**config.mk**
```make
export PLATFORM = sky130hd
export DESIGN_NAME = aes_dec_key_schedule
export DESIGN_NICKNAME = d
export VERILOG_FILES = /design/src/rtl/aes_dec_key_schedule.sv
export SDC_FILE = /design/constraint.sdc
export NUM_CORES = 2
export LEC_CHECK = 0
export BUFFER_PORTS_ARGS = -buffer_cell sky130_fd_sc_hd__buf_2
export CAP_MARGIN = 15
export CORE_MARGIN = 2
export CORE_UTILIZATION = 66
export DETAILED_ROUTE_END_ITERATION = 7
export PLACE_DENSITY = 0.81
export SETUP_SLACK_MARGIN = 0.2
export SLEW_MARGIN = 0
export SYNTH_ARGS = -nofsm -noshare
export SYNTH_HDL_FRONTEND = slang
export SYNTH_SLANG_ARGS = --single-unit
```
**constraint.sdc**
```tcl
create_clock -name clk -period 24.8 [get_ports clk]
set_input_delay 3.72 -clock clk [delete_from_list [all_inputs] [get_ports clk]]
set_output_delay 3.72 -clock clk [all_outputs]
set_load 0.05 [all_outputs]
```
**src/rtl/aes_dec_key_schedule.sv**
```systemverilog
// AES-128 decryption key schedule.
// Expands the cipher key forward to round key 10, then streams round keys
// 10..0 over a valid/ready handshake. Each earlier key is regenerated from the
// current one with the inverse expansion step, so only one key is stored.
// One bank of four S-boxes serves both the forward and the inverse step.
module aes_dec_key_schedule (
  input  logic         clk,
  input  logic         rst,
  input  logic         start,
  input  logic [127:0] cipher_key,
  output logic         busy,
  output logic         key_valid,
  input  logic         key_ready,
  output logic [127:0] round_key,
  output logic [3:0]   round_idx,
  output logic         key_last
);

  typedef enum logic [1:0] {
    ST_IDLE,
    ST_EXPAND,
    ST_EMIT
  } state_e;

  state_e       state_q, state_d;
  logic [127:0] key_q, key_d;
  logic [3:0]   rc_q, rc_d;

  // GF(2^8) multiply modulo x^8 + x^4 + x^3 + x + 1.
  function automatic logic [7:0] gf_mul(input logic [7:0] a, input logic [7:0] b);
    logic [7:0] p;
    logic [7:0] x;
    p = 8'h00;
    x = a;
    for (int i = 0; i < 8; i++) begin
      if (b[i]) p = p ^ x;
      x = {x[6:0], 1'b0} ^ (x[7] ? 8'h1b : 8'h00);
    end
    return p;
  endfunction

  // Forward S-box: multiplicative inverse (a^254, which maps 0 to 0)
  // followed by the AES affine transform.
  function automatic logic [7:0] sbox(input logic [7:0] a);
    logic [7:0] s;
    logic [7:0] r;
    s = a;
    r = 8'h01;
    for (int i = 1; i < 8; i++) begin
      s = gf_mul(s, s);
      r = gf_mul(r, s);
    end
    return r ^ {r[6:0], r[7]} ^ {r[5:0], r[7:6]} ^ {r[4:0], r[7:5]}
             ^ {r[3:0], r[7:4]} ^ 8'h63;
  endfunction

  // Round constant for rounds 1..10; other indices never reach the datapath.
  function automatic logic [7:0] rcon(input logic [3:0] idx);
    case (idx)
      4'd1:    return 8'h01;
      4'd2:    return 8'h02;
      4'd3:    return 8'h04;
      4'd4:    return 8'h08;
      4'd5:    return 8'h10;
      4'd6:    return 8'h20;
      4'd7:    return 8'h40;
      4'd8:    return 8'h80;
      4'd9:    return 8'h1b;
      4'd10:   return 8'h36;
      default: return 8'h00;
    endcase
  endfunction

  logic [31:0] w0, w1, w2, w3;
  logic [31:0] p1, p2, p3;
  logic [31:0] sub_in, sub_rot, sub_out, t_word;
  logic [3:0]  rcon_idx;
  logic [127:0] fwd_key, inv_key;
  logic [31:0] f0, f1, f2, f3;

  assign w0 = key_q[127:96];
  assign w1 = key_q[95:64];
  assign w2 = key_q[63:32];
  assign w3 = key_q[31:0];

  // Previous-round words 1..3 fall out of plain XORs of the current key.
  assign p3 = w3 ^ w2;
  assign p2 = w2 ^ w1;
  assign p1 = w1 ^ w0;

  // Forward step substitutes w3; the inverse step substitutes the recovered
  // previous w3 (p3). Rcon is that of the round being produced (rc+1) going
  // forward, and that of the current round (rc) going backward.
  assign sub_in   = (state_q == ST_EMIT) ? p3 : w3;
  assign sub_rot  = {sub_in[23:0], sub_in[31:24]};
  assign rcon_idx = (state_q == ST_EMIT) ? rc_q : rc_q + 4'd1;

  for (genvar g = 0; g < 4; g++) begin : g_sbox
    assign sub_out[8*g +: 8] = sbox(sub_rot[8*g +: 8]);
  end

  assign t_word = sub_out ^ {rcon(rcon_idx), 24'h000000};

  assign f0      = w0 ^ t_word;
  assign f1      = w1 ^ f0;
  assign f2      = w2 ^ f1;
  assign f3      = w3 ^ f2;
  assign fwd_key = {f0, f1, f2, f3};
  // In EMIT, w0 ^ t_word is exactly the previous round's w0.
  assign inv_key = {w0 ^ t_word, p1, p2, p3};

  // State, key and round counter registers with synchronous reset.
  always_ff @(posedge clk) begin
    // NOTE: non-blocking assignments so every register samples pre-edge values.
    if (rst) begin
      state_q <= ST_IDLE;
      key_q   <= '0;
      rc_q    <= '0;
    end else begin
      state_q <= state_d;
      key_q   <= key_d;
      rc_q    <= rc_d;
    end
  end

  // Next-state and next-key selection.
  always_comb begin
    // NOTE: hold values are assigned first so no path infers a latch.
    state_d = state_q;
    key_d   = key_q;
    rc_d    = rc_q;
    case (state_q)
      ST_IDLE: begin
        if (start) begin
          key_d   = cipher_key;
          rc_d    = 4'd0;
          state_d = ST_EXPAND;
        end
      end
      ST_EXPAND: begin
        key_d = fwd_key;
        rc_d  = rc_q + 4'd1;
        if (rc_q == 4'd9) state_d = ST_EMIT;
      end
      ST_EMIT: begin
        if (key_ready) begin
          if (rc_q != 4'd0) begin
            key_d = inv_key;
            rc_d  = rc_q - 4'd1;
          end else begin
            state_d = ST_IDLE;
          end
        end
      end
      default: state_d = ST_IDLE;
    endcase
  end

  // Outputs depend only on registered state, never on key_ready.
  always_comb begin
    busy      = (state_q != ST_IDLE);
    key_valid = (state_q == ST_EMIT);
    key_last  = (state_q == ST_EMIT) && (rc_q == 4'd0);
    round_key = key_q;
    round_idx = rc_q;
  end

endmodule

```
======== Word level (Yosys, flattened, before mapping) ========
Memory sizes are Yosys's and may differ from the RTL's.
Index checks and enable logic that the tools add are counted.
cells by class
  $add $sub $neg .......................... 2
  equality and inequality tests ........... 8
  muxes and demuxes ....................... 827
  bitwise gates (word level) .............. 784
  reductions and logical operators ........ 8
operator list
  operator             count
  $mux 8               420
  $xor 8x8->8          380
  $xor 8x5->8          364
  $mux 5               368
  $mux 128             3
  $pmux 128 s3         1
  $xor 32x32->32       8
  $mux 32              1
  $mux 4               8
  $mux 7               4
  $not 1->1 const A    28
  $mux 6               4
  $mux 2               8
  $not 4->4            4
  $mux 3               4
  $pmux 4 s3           1
  $reduce_and 4->1     2
  $ne 2x2->1 const B   3
  $pmux 2 s3           1
  $add 4x1->4 const B  1
  $eq 4x4->1 const B   1
  $logic_not 4->1      1
  $mux 1               4
  $ne 2x1->1 const B   2
  8 further kinds      8
word-level totals
  bits in registers ....................... 134
  ROM bits ................................ 128
  input bits .............................. 132
  memories ................................ 1
memory list
  memory           words  width  read ports  clocked after memory_dff  write ports  line  source
  (no name shown)  16     8      1           0                         0            59    case (idx)

======== Logic depth before layout (Yosys ltp) ========
  word-level depth ........................ 140
  mapped depth ............................ 89
  gate-level depth less buffers ........... 63

======== Least setup slack after synthesis ========
No wires, ideal clock.
  path type ............................... reg2reg
  from .................................... reg state_q[0]
  to ...................................... reg key_q[24], in the netlist round_key[24]
  library setup time ...................... 75 ps
  arrival ................................. 18919 ps
  data required time ...................... 24725 ps
  path slack .............................. 5807 ps
  cell stages (with the launch flop) ...... 86
  cell sequence ........................... dfxtp_1 inv_1 ha_1 buf_6 buf_8 buf_8 buf_12 buf_12 buf_6 buf_6 buf_6 buf_4 buf_2 buf_1 buf_1 clkbuf_1 nand2_1 nand2_1 (+50 left out) mux4_2 xnor2_1 a221oi_1 xor2_1 nor3_1 a2111oi_1 o21a_1 a221oi_1 o31a_1 o31ai_1 xor2_1 nand2_1 xnor2_2 xnor3_2 xnor3_1 xor2_1 or3b_1 a31oi_1
between the ends
  cells in the longest elaborated chain, start to end .. 137
  elaborated cells between the ends (all ways) .. 407
  classes of those cells .................. eq/ne (5); mux (206); bitwise (192); reduce/logical (3); memory (1)
ends and longest elaborated chain
  item                                        line    source
  start: declaration                          25      state_e state_q, state_d;
  start signal: assignment                    120     state_q <= state_d;
  $eq 2x2->1 (*)                              n/a
  net key_valid                               12      output logic key_valid,
  $mux 32                                     94      assign sub_in = (state_q == ST_EMIT) ? p3 : w3;
  $mux 5, or another cell as far along        37      x = {x[6:0], 1'b0} ^ (x[7] ? 8'h1b : 8'h00);
  $xor 8x5->8 or $xor 8x8->8 (tied branches)  37, 36
  $xor 8x8->8 or $mux 8 (tied branches)       36      if (b[i]) p = p ^ x;
  $mux 8 or $xor 8x8->8 (tied branches)       36
  $xor 8x8->8 or $mux 8 (tied branches)       36
  (+122 left out)                             n/a
  $xor 8x8->8                                 54      ^ {r[3:0], r[7:4]} ^ 8'h63;
  $not 4->4 (no line)                         n/a
  $xor 32x32->32                              102     assign t_word = sub_out ^ {rcon(rcon_idx), 24'h000000};
  $xor 32x32->32                              104     assign f0 = w0 ^ t_word;
  $xor 32x32->32                              105     assign f1 = w1 ^ f0;
  $xor 32x32->32                              106     assign f2 = w2 ^ f1;
  $xor 32x32->32                              107     assign f3 = w3 ^ f2;
  $pmux 128 s3                                132     case (state_q)
  end signal: assignment                      121     key_q <= key_d;
  end: declaration                            26      logic [127:0] key_q, key_d;
Mark *: on every way through the listed nets, which the timed path passes. The rest lies on a longest branch.
A chain may end at the register's enable or synchronous reset.

======== Worst setup path in the final report ========
  from .................................... reg state_q[0]
  to ...................................... reg key_q[22], in the netlist round_key[22]
between the ends
  cells in the longest elaborated chain, start to end .. 137
  elaborated cells between the ends (all ways) .. 405
  classes of those cells .................. eq/ne (5); mux (205); bitwise (192); reduce/logical (3)
ends and longest elaborated chain
  item                 line
  $eq 2x2->1           94, 132
  $mux 32              94
  $mux 5               37
  $xor 8x5->8          37
  $xor 8x8->8          36
  $mux 8               36
  $xor 8x8->8          36
  $mux 8               36
  (+121 left out)      n/a
  $xor 8x8->8          54
  $not 4->4 (no line)  n/a
  $xor 32x32->32       102
  $xor 32x32->32       104
  $xor 32x32->32       105
  $xor 32x32->32       106
  $xor 32x32->32       107
  $pmux 128 s3         132
Several ways; a longest one is shown, not always the timed one.

==> flow_summary.json <==
{
  "outcome": "finished with violations",
  "violations": "DRC",
  "ys_types": 124,
  "clockBufferDepth": 2,
  "critPathMaxFanout": 64,
  "synthToLayoutAreaGrowth_pct": 4.36,
  "cts_tree": "done",
  "critical_path_required_ns": 25.18,
  "fmaxAchievable_mhz": 46.5,
  "cpMostUsedCell": "xnor2_1",
  "fin_skew_ns": 0.0167,
  "critical_path_class": "flip-flop to flip-flop",
  "synthFlopType": "dfxtp_1",
  "clock_latency_ns": 0.49,
  "wirelength_um": 232000,
  "setup.worst_path.end_class": "flip-flop",
  "post-place-ws_ns": 3.67,
  "synth_warnings": 0,
  "cpLargestDelayFamily": "XOR/XNOR gates",
  "htreeDepth": 4,
  "use_met1_pct": 56.1,
  "final-max-slew-violation-count": 0,
  "timing_hold_violations_final": 0,
  "worst_hold_slack_ns": 0.523,
  "drtAntennaViolNets": 0,
  "grt-ovfl-total": 0,
  "avgSynthCellArea_um2": 7.58,
  "dpl.hpwl_um": 170000,
  "slowest_delay_ns": 0.85,
  "drive_gt1_share_pct": 11.2,
  "port_buffers": 266,
  "async_reset_ff_share_pct": 0,
  "cts_buffers": 17,
  "drc": 2,
  "synthCells": 9171,
  "r2r-start": "state_q[0]",
  "ioPinCount": 267,
  "gp_congestion": 1.01,
  "via_count": 69200,
  "cts.clk_slew.worst_paths_ns": 0.07,
  "hold_buffers": 0,
  "nets": 9215,
  "track_usage_pct": 41.0,
  "grt_pass1_vias": 63100,
  "ys_seq_area_share_pct": 3.86,
  "period_share_pct": 86.7,
  "drt_pre_antenna_iters": 8,
  "synth_seq_cells": 134,
  "fin_ws_ns": 3.29,
  "die_h_um": 328,
  "holdPathStages": 2,
  "viasPerCell": 6.61,
  "synthesis.area_mm2": 0.0695,
  "grt_use_met2_pct": 63.1,
  "reg2reg_slack_ns": 3.29,
  "rsz0062_at_grt": "false",
  "tightestPinTransition_ns": 1.35,
  "rr_worst_depth": 60,
  "arrival_ns": 21.89,
  "path_buf_inv": 4,
  "antenna_found_initial": 15,
  "cpMaxStageDelayCell": "xor2_1",
  "setup_violations": 0,
  "crit_path_end": "round_key[22]",
  "rows": 119,
  "cp-start-kind": "flip-flop",
  "place_inst": 10400,
  "root_buffer": "clkbuf_16",
  "synth_enable_flop_cells": 0,
  "timing.rr.end": "round_key[22]",
  "grt_max_degree": 115,
  "slew_headroom_pct": 9.64,
  "drtIter0Drc": 9269,
  "die_w_um": 328,
  "cts_setup_buffers": 0,
  "cts_resized": 0,
  "cap_violations": 0,
  "busiest_layer": "met2",
  "grt_pass1_wl_um": 359000,
  "die_area_mm2": 0.108,
  "startpoint": "state_q[0]",
  "initial_core_util_pct": 66.3,
  "cts_sinks": 134,
  "wire_per_inst_um": 22.2,
  "core_mm2": 0.105,
  "final_cells": 10500,
  "cp.depth": 60,
  "use_met3_pct": 8.28,
  "period_minus_slack_ns": 21.51,
  "setup_tns_ns": 0,
  "hold_class": "flip-flop to flip-flop",
  "synth_nets": 9335
}
## cells by family (layout without fill, tap and decap cells)
| family | after synthesis | in the layout | synth area share, % |
|---|---|---|---|
| mux | 261 | 261 | 4.02 |
| other cells | 0 | 6 | 0 |
| xor+xnor | 2853 | 2853 | 47.9 |
| fa+ha+maj | 35 | 35 | 0.621 |
| compound gates | 1940 | 1940 | 18.4 |
| buf+inv | 778 | 671 | 4.91 |
| simple gates | 3170 | 3170 | 20.2 |
| flops | 134 | 134 | 3.86 |
## metrics by stage
stage / cell area, um^2 / utilization (%)
2_1_floorplan: 69500 / -
3_3_place_gp: 71900 / 68.6
3_5_place_dp: 71900 / 68.6
4_1_cts: 72500 / 69.2
5_1_grt: 72500 / 69.2
6_report: 72500 / 69.2
## flip-flops by register name, summed over array words and instances, names as in the netlist
signal     count
state_q        2
round_idx      4
round_key    128
## final cells by class
class | count | area (um^2)
timing repair buffer | 522 | 3270
clock buffer | 21 | 470
sequential | 134 | 2680
fill | 8950 | 32300
antenna | 6 | 15.0
tap | 1391 | 1740
multi-input combinational | 8259 | 63800
clock inverter | 11 | 113
inverter | 117 | 440
## Yosys cell counts (all sizes together), types with 15 or more instances
cell type / instances / share of area (%)
xnor2: 1756 / 24
nor2: 1279 / 7.0
nand2: 894 / 4.8
xor2: 616 / 8.3
o21ai: 515 / 3.7
a21oi: 431 / 3.1
xnor3: 417 / 14
clkbuf: 373 / 2.0
nor3: 294 / 2.1
buf: 288 / 2.3
mux2i: 196 / 2.9
nand3: 172 / 1.2
dfxtp: 134 / 3.9
o22ai: 134 / 1.2
nand2b: 131 / 1.2
inv: 109 / 0.59
a211oi: 85 / 0.95
a221oi: 78 / 1.0
a31oi: 70 / 0.63
a22oi: 68 / 0.75
a32oi: 66 / 0.84
nor4: 66 / 0.59
nor2b: 64 / 0.58
xor3: 64 / 2.2
and2: 61 / 0.55
mux2: 58 / 0.94
o211ai: 58 / 0.63
or3: 46 / 0.41
o21a: 43 / 0.46
and3: 41 / 0.37
a211o: 34 / 0.43
or2: 33 / 0.30
ha: 32 / 0.58
o31ai: 30 / 0.32
o32ai: 30 / 0.42
o2bb2ai: 25 / 0.32
o221ai: 24 / 0.30
a21boi: 23 / 0.26
a21o: 23 / 0.25
a311oi: 21 / 0.30
nor3b: 18 / 0.20
nand3b: 17 / 0.20
o311ai: 16 / 0.20
a2111oi: 15 / 0.21
a2bb2oi: 15 / 0.19
## per-layer routing
| metal | vias up | share of wire [%] |
|---|---|---|
| met4 | 16 | 4.5 |
| met3 | 664 | 11 |
| met2 | 4276 | 44 |
| met5 | - | 0.035 |
| met1 | 32700 | 40 |
| li1 | 31500 | - |
## worst min-delay path, cell delays in order, from the launching register on
cell	delay, ns
dfxtp_1	0.36
nand2_1	0.07
a21oi_1	0.05
## worst min path at each step
stage / from / to
after CTS: round_key[120] / round_key[120]
after detailed placement: round_key[120] / round_key[120]
after global placement: round_key[120] / round_key[120]
final: round_key[123] / round_key[123]
after floorplan: state_q[1] / state_q[1]
after global routing: round_key[120] / round_key[120]
## placed cells by master, fill, tap and decap left out, types with 73 or more instances in the layout
cell	count
a211oi_1	81
a21oi_1	426
a221oi_1	73
buf_2	265
buf_4	256
dfxtp_1	134
inv_1	92
mux2i_1	192
nand2_1	888
nand2b_1	130
nand3_1	172
nor2_1	1256
nor3_1	292
o21ai_0	477
o22ai_1	133
xnor2_1	1605
xnor2_2	126
xnor3_1	372
xor2_1	566
Power is left out: the tool's default activity adds up to more than one toggle a clock period on the data nets, which glitch-free logic cannot reach.
